==> src/rtl/ram_port_arbiter.sv <==
// Round-robin arbiter sharing one async-read single-port RAM between fetch and data ports.
// Latency: loads and fetches return one cycle after grant; partial stores complete two cycles after grant.
// Backpressure: a requester holds req until gnt; nothing is granted during the read-modify-write cycle.
module ram_port_arbiter #(
  parameter int ADDR_WIDTH = 15,
  parameter int DATA_WIDTH = 32,
  parameter int STRB_W     = DATA_WIDTH / 8
) (
  input  logic                  clk,
  input  logic                  reset,
  input  logic                  i_req,
  input  logic [ADDR_WIDTH-1:0] i_addr,
  output logic                  i_gnt,
  output logic                  i_rvalid,
  output logic [DATA_WIDTH-1:0] i_rdata,
  input  logic                  d_req,
  input  logic                  d_we,
  input  logic [STRB_W-1:0]     d_wstrb,
  input  logic [ADDR_WIDTH-1:0] d_addr,
  input  logic [DATA_WIDTH-1:0] d_wdata,
  output logic                  d_gnt,
  output logic                  d_rvalid,
  output logic [DATA_WIDTH-1:0] d_rdata,
  output logic [ADDR_WIDTH-1:0] ram_a,
  output logic                  ram_we,
  output logic [DATA_WIDTH-1:0] ram_d,
  input  logic [DATA_WIDTH-1:0] ram_spo
);

  typedef enum logic {IDLE = 1'b0, RMW_WR = 1'b1} state_t;
  typedef enum logic {PRIO_D = 1'b0, PRIO_I = 1'b1} prio_t;

  state_t                r_state;
  prio_t                 r_prio;
  logic                  r_i_rvalid;
  logic                  r_d_rvalid;
  logic [DATA_WIDTH-1:0] r_i_rdata;
  logic [DATA_WIDTH-1:0] r_d_rdata;
  logic [ADDR_WIDTH-1:0] r_rmw_addr;
  logic [DATA_WIDTH-1:0] r_rmw_data;

  logic                  w_arb_en;
  logic                  w_i_gnt;
  logic                  w_d_gnt;
  logic                  w_strb_full;
  logic                  w_strb_zero;
  logic                  w_partial;
  logic [DATA_WIDTH-1:0] w_mask;
  logic [DATA_WIDTH-1:0] w_merged;

  // Grants depend only on req, state and prio; the RMW write cycle and reset block both ports.
  always_comb begin
    w_arb_en    = (r_state == IDLE) && !reset;
    w_i_gnt     = w_arb_en && i_req && (!d_req || (r_prio == PRIO_I));
    w_d_gnt     = w_arb_en && d_req && (!i_req || (r_prio == PRIO_D));
    w_strb_full = &d_wstrb;
    w_strb_zero = ~|d_wstrb;
    w_partial   = !w_strb_full && !w_strb_zero;
  end

  // Expand byte strobes to a bit mask and merge new bytes over the current RAM word.
  always_comb begin
    w_mask = '0;
    for (int k = 0; k < STRB_W; k++) begin
      w_mask[8*k +: 8] = {8{d_wstrb[k]}};
    end
    w_merged = (ram_spo & ~w_mask) | (d_wdata & w_mask);
  end

  // RAM port steering: saved address/merged word in RMW_WR, otherwise the granted (or fetch) address.
  always_comb begin
    if (r_state == RMW_WR) begin
      ram_a = r_rmw_addr;
      ram_d = r_rmw_data;
    end else begin
      ram_a = w_d_gnt ? d_addr : i_addr;
      ram_d = d_wdata;
    end
    ram_we = !reset && ((r_state == RMW_WR) || (w_d_gnt && d_we && w_strb_full));
  end

  // Arbiter FSM: priority rotation, read data capture, response pulses and RMW sequencing.
  always_ff @(posedge clk) begin
    if (reset) begin
      r_state    <= IDLE;
      r_prio     <= PRIO_D;
      r_i_rvalid <= 1'b0;
      r_d_rvalid <= 1'b0;
      r_i_rdata  <= '0;
      r_d_rdata  <= '0;
      r_rmw_addr <= '0;
      r_rmw_data <= '0;
    end else begin
      r_i_rvalid <= w_i_gnt;
      r_d_rvalid <= 1'b0;
      if (w_i_gnt) begin
        r_i_rdata <= ram_spo;
      end
      case (r_state)
        IDLE: begin
          if (w_i_gnt) begin
            r_prio <= PRIO_D;
          end
          if (w_d_gnt) begin
            r_prio <= PRIO_I;
            if (!d_we) begin
              r_d_rdata  <= ram_spo;
              r_d_rvalid <= 1'b1;
            end else if (w_partial) begin
              r_rmw_addr <= d_addr;
              r_rmw_data <= w_merged;
              r_state    <= RMW_WR;
            end else begin
              r_d_rvalid <= 1'b1;
            end
          end
        end
        RMW_WR: begin
          r_d_rvalid <= 1'b1;
          r_state    <= IDLE;
        end
        default: r_state <= IDLE;
      endcase
    end
  end

  assign i_gnt    = w_i_gnt;
  assign d_gnt    = w_d_gnt;
  assign i_rvalid = r_i_rvalid;
  assign i_rdata  = r_i_rdata;
  assign d_rvalid = r_d_rvalid;
  assign d_rdata  = r_d_rdata;

endmodule

==> config.mk <==
export PLATFORM = sky130hd
export DESIGN_NAME = ram_port_arbiter
export DESIGN_NICKNAME = d
export VERILOG_FILES = /design/src/rtl/ram_port_arbiter.sv
export SDC_FILE = /design/constraint.sdc
export NUM_CORES = 1
export LEC_CHECK = 0
export ABC_AREA = 1
export ABC_CLOCK_PERIOD_IN_PS = 1700
export CORE_AREA = 3 3 118 120
export DETAILED_ROUTE_END_ITERATION = 7
export DIE_AREA = 0 0 121 123
export PLACE_DENSITY = 0.82
export SYNTH_ARGS = -nofsm -noshare
export SYNTH_HDL_FRONTEND = slang
export SYNTH_SLANG_ARGS = --single-unit
export TNS_END_PERCENT = 1
==> constraint.sdc <==
create_clock -name clk -period 1.7 [get_ports clk]
set_clock_uncertainty 0.2 [all_clocks]
set_input_delay 0.255 -clock clk [delete_from_list [all_inputs] [get_ports clk]]
set_output_delay 0.255 -clock clk [all_outputs]
set_load 0.01 [all_outputs]
==> results of run 1 <==
-- synth_stat cells, types with 6 or more instances --
| cell type | instances |
|---|---|
| a21oi_1 | 66 |
| buf_6 | 6 |
| nand4_1 | 47 |
| buf_4 | 10 |
| o21ai_0 | 32 |
| nor2_1 | 162 |
| clkbuf_1 | 23 |
| nand2_1 | 262 |
| buf_1 | 7 |
| o211ai_1 | 15 |
| inv_1 | 85 |
| buf_2 | 20 |
| dfxtp_1 | 115 |
| nand3_1 | 17 |
-- state kept, by name (all words and copies together), names as in the netlist --
name,count
i_rdata,32
d_rdata,32
i_rvalid,1
r_prio,1
r_rmw_data,32
d_rvalid,1
r_state,1
r_rmw_addr,15
-- routing by layer --
layer / routed length (µm) / global-route usage [%]
met5: 0 / 0
met4: 554 / 11.2
met3: 1510 / 6.77
met2: 9140 / 43.1
met1: 8020 / 31.5
-- final cells by class --
class	count	area [µm²]
clock buffer	26	489
clock inverter	5	75.1
timing repair buffer	287	2720
multi-input combinational	609	2680
sequential	115	2310
tap	176	220
fill	1097	4260
inverter	88	334
-- logic make-up after synthesis --
group           Yosys count  synth area share [%]
simple gates            495                  36.1
compound gates          114                  10.8
buf+inv                 154                  12.2
flops                   115                  40.9
-- power breakdown --
group,internal [mW],switching [mW]
Sequential,2.84,0.0691
Clock,2.25,1.18
Combinational,0.716,0.745
Total,5.81,2.00
-- repair_timing --
| action | in CTS | in global routing |
|---|---|---|
| resized for setup | 245 | 44 |
| endpoints found under the setup margin | 217 | 161 |
| buffers inserted | 1 | 0 |
| hold buffers | 0 | 0 |
| pin swaps | 0 | 2 |
-- tightest hold or removal path, stage by stage --
cell	delay (ns)
buf_2	0.17
buf_4	0.14
a21oi_1	0.03
-- worst paths after layout --
kind	cells past startpoint	endpoint	from	slack [ns]
worst max-delay path	5	ram_a[7]	r_state	-0.28
worst min-delay path	3	d_rdata[29]	reset	0.04
worst max register to register	10	d_rdata[27]	r_state	-0.11
worst min register to register	2	d_rdata[31]	d_rdata[31]	0.26
==> results.yml, run 1 <==
run_status:
  status: "finished with violations"
  violations: "negative setup slack"
drt:
  wl_per_cell_um: 14.7
  ant_nets: 0
  wl_mm: 19.2
  vias_per_cell: 4.91
  dr_total_vias: 6414
  drc_errors: 0
  drtIter0Drc: 450
  dr.pass1.iters: 8
setup_path:
  critPathMaxFanout: 19
  cp_cell_sequence: "nor2_4 > nand3_2 > buf_12 > o211ai_1 > buf_2"
  end_kind: "output port"
  cp_top_family: "flip-flops"
  slowest_delay_ns: 0.37
  worstPathRequired_ns: 1.24
  cp_slowest_cell: "dfxtp_4"
  setup.worst_path.class: "reg2out"
  crit_buf_inv: 2
  critPathLaunchType: "flop"
  cp.arrival_ns: 1.52
floorplanning:
  io-pin-count: 219
  core-area_um2: 13100
  die_x_um: 121
  start_util_pct: 43.0
  die-area_um2: 14900
  rows: 42
  die_h_um: 123
global_routing:
  grt.total_usage_pct: 25.8
  grt_max_degree: 80
  antenna_found_initial: 0
  grt_overflow: 0
  grt_pass1_wl_mm: 30.5
  first_global_vias: 6083
clock_network:
  clock_sinks: 115
  cts_root_buffer: "clkbuf_16"
  clk_pin_slew_worst_paths_ns: 0.05
  cts_tree: "yes"
  numCtsBuffers: 17
  insertion_delay_ns: 0.41
  cts_buffer_depth: 2
  cts.htree.levels: 4
yosys:
  async_flop_share_pct: 0
  synthFlopType: "dfxtp_1"
  synth.avg_cell_area_um2: 6.41
  synth_cell_types: 21
  synth-edff-count: 0
  yosys-top-cells-area: "dfxtp_1 41%, nand2_1 17%, nor2_1 11%"
  ys_seq_area_share_pct: 40.9
  syn-num-nets: 981
  postSynthCellCount: 878
  yosysTopAreaCell: "dfxtp_1"
  syn_area_um2: 5630
  synth_top_area_share_pct: 40.9
  ys_ff_latch: 115
  ys_warn_count: 0
timing:
  rsz0062_at_grt: "true"
  period_needed_ns: 1.98
  finalHoldViolCount: 0
  setup_violations: 91
  fmax_mhz: 506
  finalCritPeriodShare_pct: 116
  final.setup.tns_ns: -11.34
  setup_ws_ns: -0.276
  final-max-slew-violation-count: 0
  maxSlewHeadroom_pct: 46.4
  worstMarginPinSlew_ns: 0.804
  whs_ns: 0.0364
hold_path:
  hold_class: "in2reg"
placement:
  dp_hpwl_mm: 13.2
  place_inst: 1274
  port_buffers: 218
  place_congestion: 0.779
  dp_worst_setup_slack_ns: -0.616
  placed_area_um2: 8330
final_layout:
  final_cell_mix: "260 x nand2_1, 161 x nor2_1, 114 x dfxtp_1"
  nets: 1221
  area_delta_synth_final_pct: 56.7
  final_area_um2: 8820
  final_util_pct: 67.4
  layout_commonest_cell: "nand2_1"
  diodes: 0
  final_cell_count_no_fill: 1306
  drive_above_1_share_pct: 14.4
power_and_ir_drop:
  ir_drop_v: 0.000647
  totalPowerFinal_mw: 7.81
  powerDensity_nw_per_um2: 885
  leakage_nw: 4.41
flow_run:
  max_cap_violations: 0
Power figures use the tool's default switching activity.
==> run 2: changes to the inputs <==
- SLEW_MARGIN: default -> 5
==> results of run 2 <==
No change in the layout: final DEF, timing and power equal those of run 1.
==> run 3: changes to the inputs <==
- HOLD_SLACK_MARGIN: default -> 0.08
- RECOVER_POWER: default -> 100
==> run 3 against run 2 <==
Effect of this change:
- the flow still finishes with violations (negative setup slack)
- maximum frequency about the same
- critical path depth unchanged
- clock-buffer cell count unchanged
- highest routed layer unchanged
- critical endpoint unchanged
- flip-flop and latch count unchanged
- worst setup slack got worse by 0.0012 ns
- utilization decreased by 0.096 points
- sequential power about the same
- clock power about the same
- via count decreased by 0.41%
- largest cell class unchanged
==> results.yml, run 3 (synthesis results as in run 1) <==
run_status:
  status: "finished with violations"
  violations: "negative setup slack"
placement:
  place_congestion: 0.779
  placed_area_um2: 8330
  port_buffers: 218
  dp_worst_setup_slack_ns: -0.616
  dp_hpwl_mm: 13.2
setup_path:
  reg2reg_depth: 8
  critPathMaxFanout: 19
  critPathLaunchType: "flop"
  slowest_delay_ns: 0.37
  cp.arrival_ns: 1.52
  cp_slowest_cell: "dfxtp_4"
  end_kind: "output port"
  cp_top_family: "flip-flops"
  crit_buf_inv: 2
  worstPathRequired_ns: 1.24
  cp_cell_sequence: "nor2_4 > nand3_2 > buf_12 > o211ai_1 > buf_2"
  setup.worst_path.class: "reg2out"
  r2r_start: "r_state"
  r2r_end: "i_rdata[19]"
  r2r_slack_ns: -0.17
clock_network:
  cts_root_buffer: "clkbuf_16"
  numCtsBuffers: 17
  cts.htree.levels: 4
  clock_sinks: 115
  insertion_delay_ns: 0.41
  clk_pin_slew_worst_paths_ns: 0.05
  cts_tree: "yes"
  cts_buffer_depth: 2
timing:
  maxSlewHeadroom_pct: 46.1
  finalCritPeriodShare_pct: 116
  final.setup.tns_ns: -13.97
  setup_ws_ns: -0.277
  worstMarginPinSlew_ns: 0.809
  rsz0062_at_grt: "true"
  final-max-slew-violation-count: 0
  fmax_mhz: 506
  period_needed_ns: 1.98
  finalHoldViolCount: 0
  setup_violations: 109
  whs_ns: 0.228
power_and_ir_drop:
  power_switching_mw: 2.00
  p_int_mw: 5.81
  seq_power_share_pct: 37.3
  comb_power_share_pct: 18.7
  leakage_nw: 4.41
  clkPwrFrac_pct: 44.1
  powerDensity_nw_per_um2: 886
  swShare_pct: 25.6
  ir_drop_v: 0.000648
hold_path:
  holdPathStages: 3
  min_from: "ram_spo[8]"
  hold_end: "d_rdata[8]"
  hold_class: "in2reg"
drt:
  dr.pass1.iters: 6
  drc_errors: 0
  dr_total_vias: 6388
  drtIter0Drc: 490
  ant_nets: 0
  wl_mm: 19.2
  vias_per_cell: 4.89
  wl_per_cell_um: 14.7
floorplanning:
  core-area_um2: 13100
  die_x_um: 121
  start_util_pct: 43.0
  io-pin-count: 219
  rows: 42
  die-area_um2: 14900
  die_h_um: 123
final_layout:
  layout_commonest_cell: "nand2_1"
  final_area_um2: 8810
  nets: 1222
  drive_above_1_share_pct: 14.2
  diodes: 0
  area_delta_synth_final_pct: 56.5
  nFillCells: 1100
  final_cell_mix: "260 x nand2_1, 161 x nor2_1, 114 x dfxtp_1"
global_routing:
  grt_overflow: 0
  grt.total_usage_pct: 25.9
  antenna_found_initial: 0
  first_global_vias: 6088
  grt_max_degree: 80
  grt_pass1_wl_mm: 30.5
flow_run:
  max_cap_violations: 0
[run 3: changes by cell type in the layout (fill, tap and decap cells not counted)]
cell and change:
buf_12 -2, buf_6 +2, dlygate4sd3_1 +1, inv_1 +1
inv_2 -1, nand3_1 +1, nand3_2 -1
[run 3: final cells by class]
type	count	area (µm²)	share of cell area [%]
clock buffer	26	489	5.55
inverter	88	334	3.79
multi-input combinational	609	2680	30.4
sequential	115	2310	26.2
tap	176	220	2.50
clock inverter	5	75.1	0.852
timing repair buffer	288	2710	30.7
[run 3: how the worst max path moves through the flow]
stage,from,to,depth (start not counted),slack (ns)
after detailed placement,i_req,ram_a[5],7,-0.62
after CTS,r_state,ram_a[10],5,-0.35
after global placement,d_wstrb[2],ram_we,6,-0.62
after global routing,r_state,ram_a[11],5,-0.36
after floorplan,reset,ram_we,7,0.07
final,r_state,ram_a[7],5,-0.28
[run 3: timing repair]
| item | 4_1_cts | 5_1_grt |
|---|---|---|
| resized for setup | 245 | 44 |
| hold buffers | 1 | 0 |
| endpoints found under the setup margin | 217 | 161 |
| pin swaps | 0 | 2 |
| endpoints found under the hold margin | 2 | 0 |
| setup buffers | 1 | 0 |
[run 3: metrics by stage]
stage	cells	util (%)	total power, mW
after CTS	1307	67.4	7.85
after detailed placement	1274	63.6	4.50
after floorplan	878	-	3.63
final	1307	67.3	7.80
after global placement	1274	63.6	4.47
after global routing	1307	67.3	8.12
[run 3: worst min-delay path: stages]
cell	delay, ns
clkdlybuf4s50_1	0.42
nand2_1	0.07
a21oi_1	0.05
[run 3: power groups by stage]
stage / sequential [mW] / combinational, mW / clock (mW)
floorplan: 2.99 / 0.643 / 0
finish: 2.91 / 1.46 / 3.44
global route: 2.92 / 1.60 / 3.60
detailed placement: 2.96 / 1.53 / 0
global placement: 2.96 / 1.52 / 0
CTS: 2.91 / 1.45 / 3.49
[run 3: per-layer routing]
metal / global-route usage [%] / vias to the layer above / share of wire (%)
met5: 0 / - / 0
met4: 11.3 / 0 / 2.9
met2: 43.1 / 232 / 47
met1: 31.5 / 2870 / 42
li1: - / 3245 / -
met3: 6.91 / 41 / 7.8
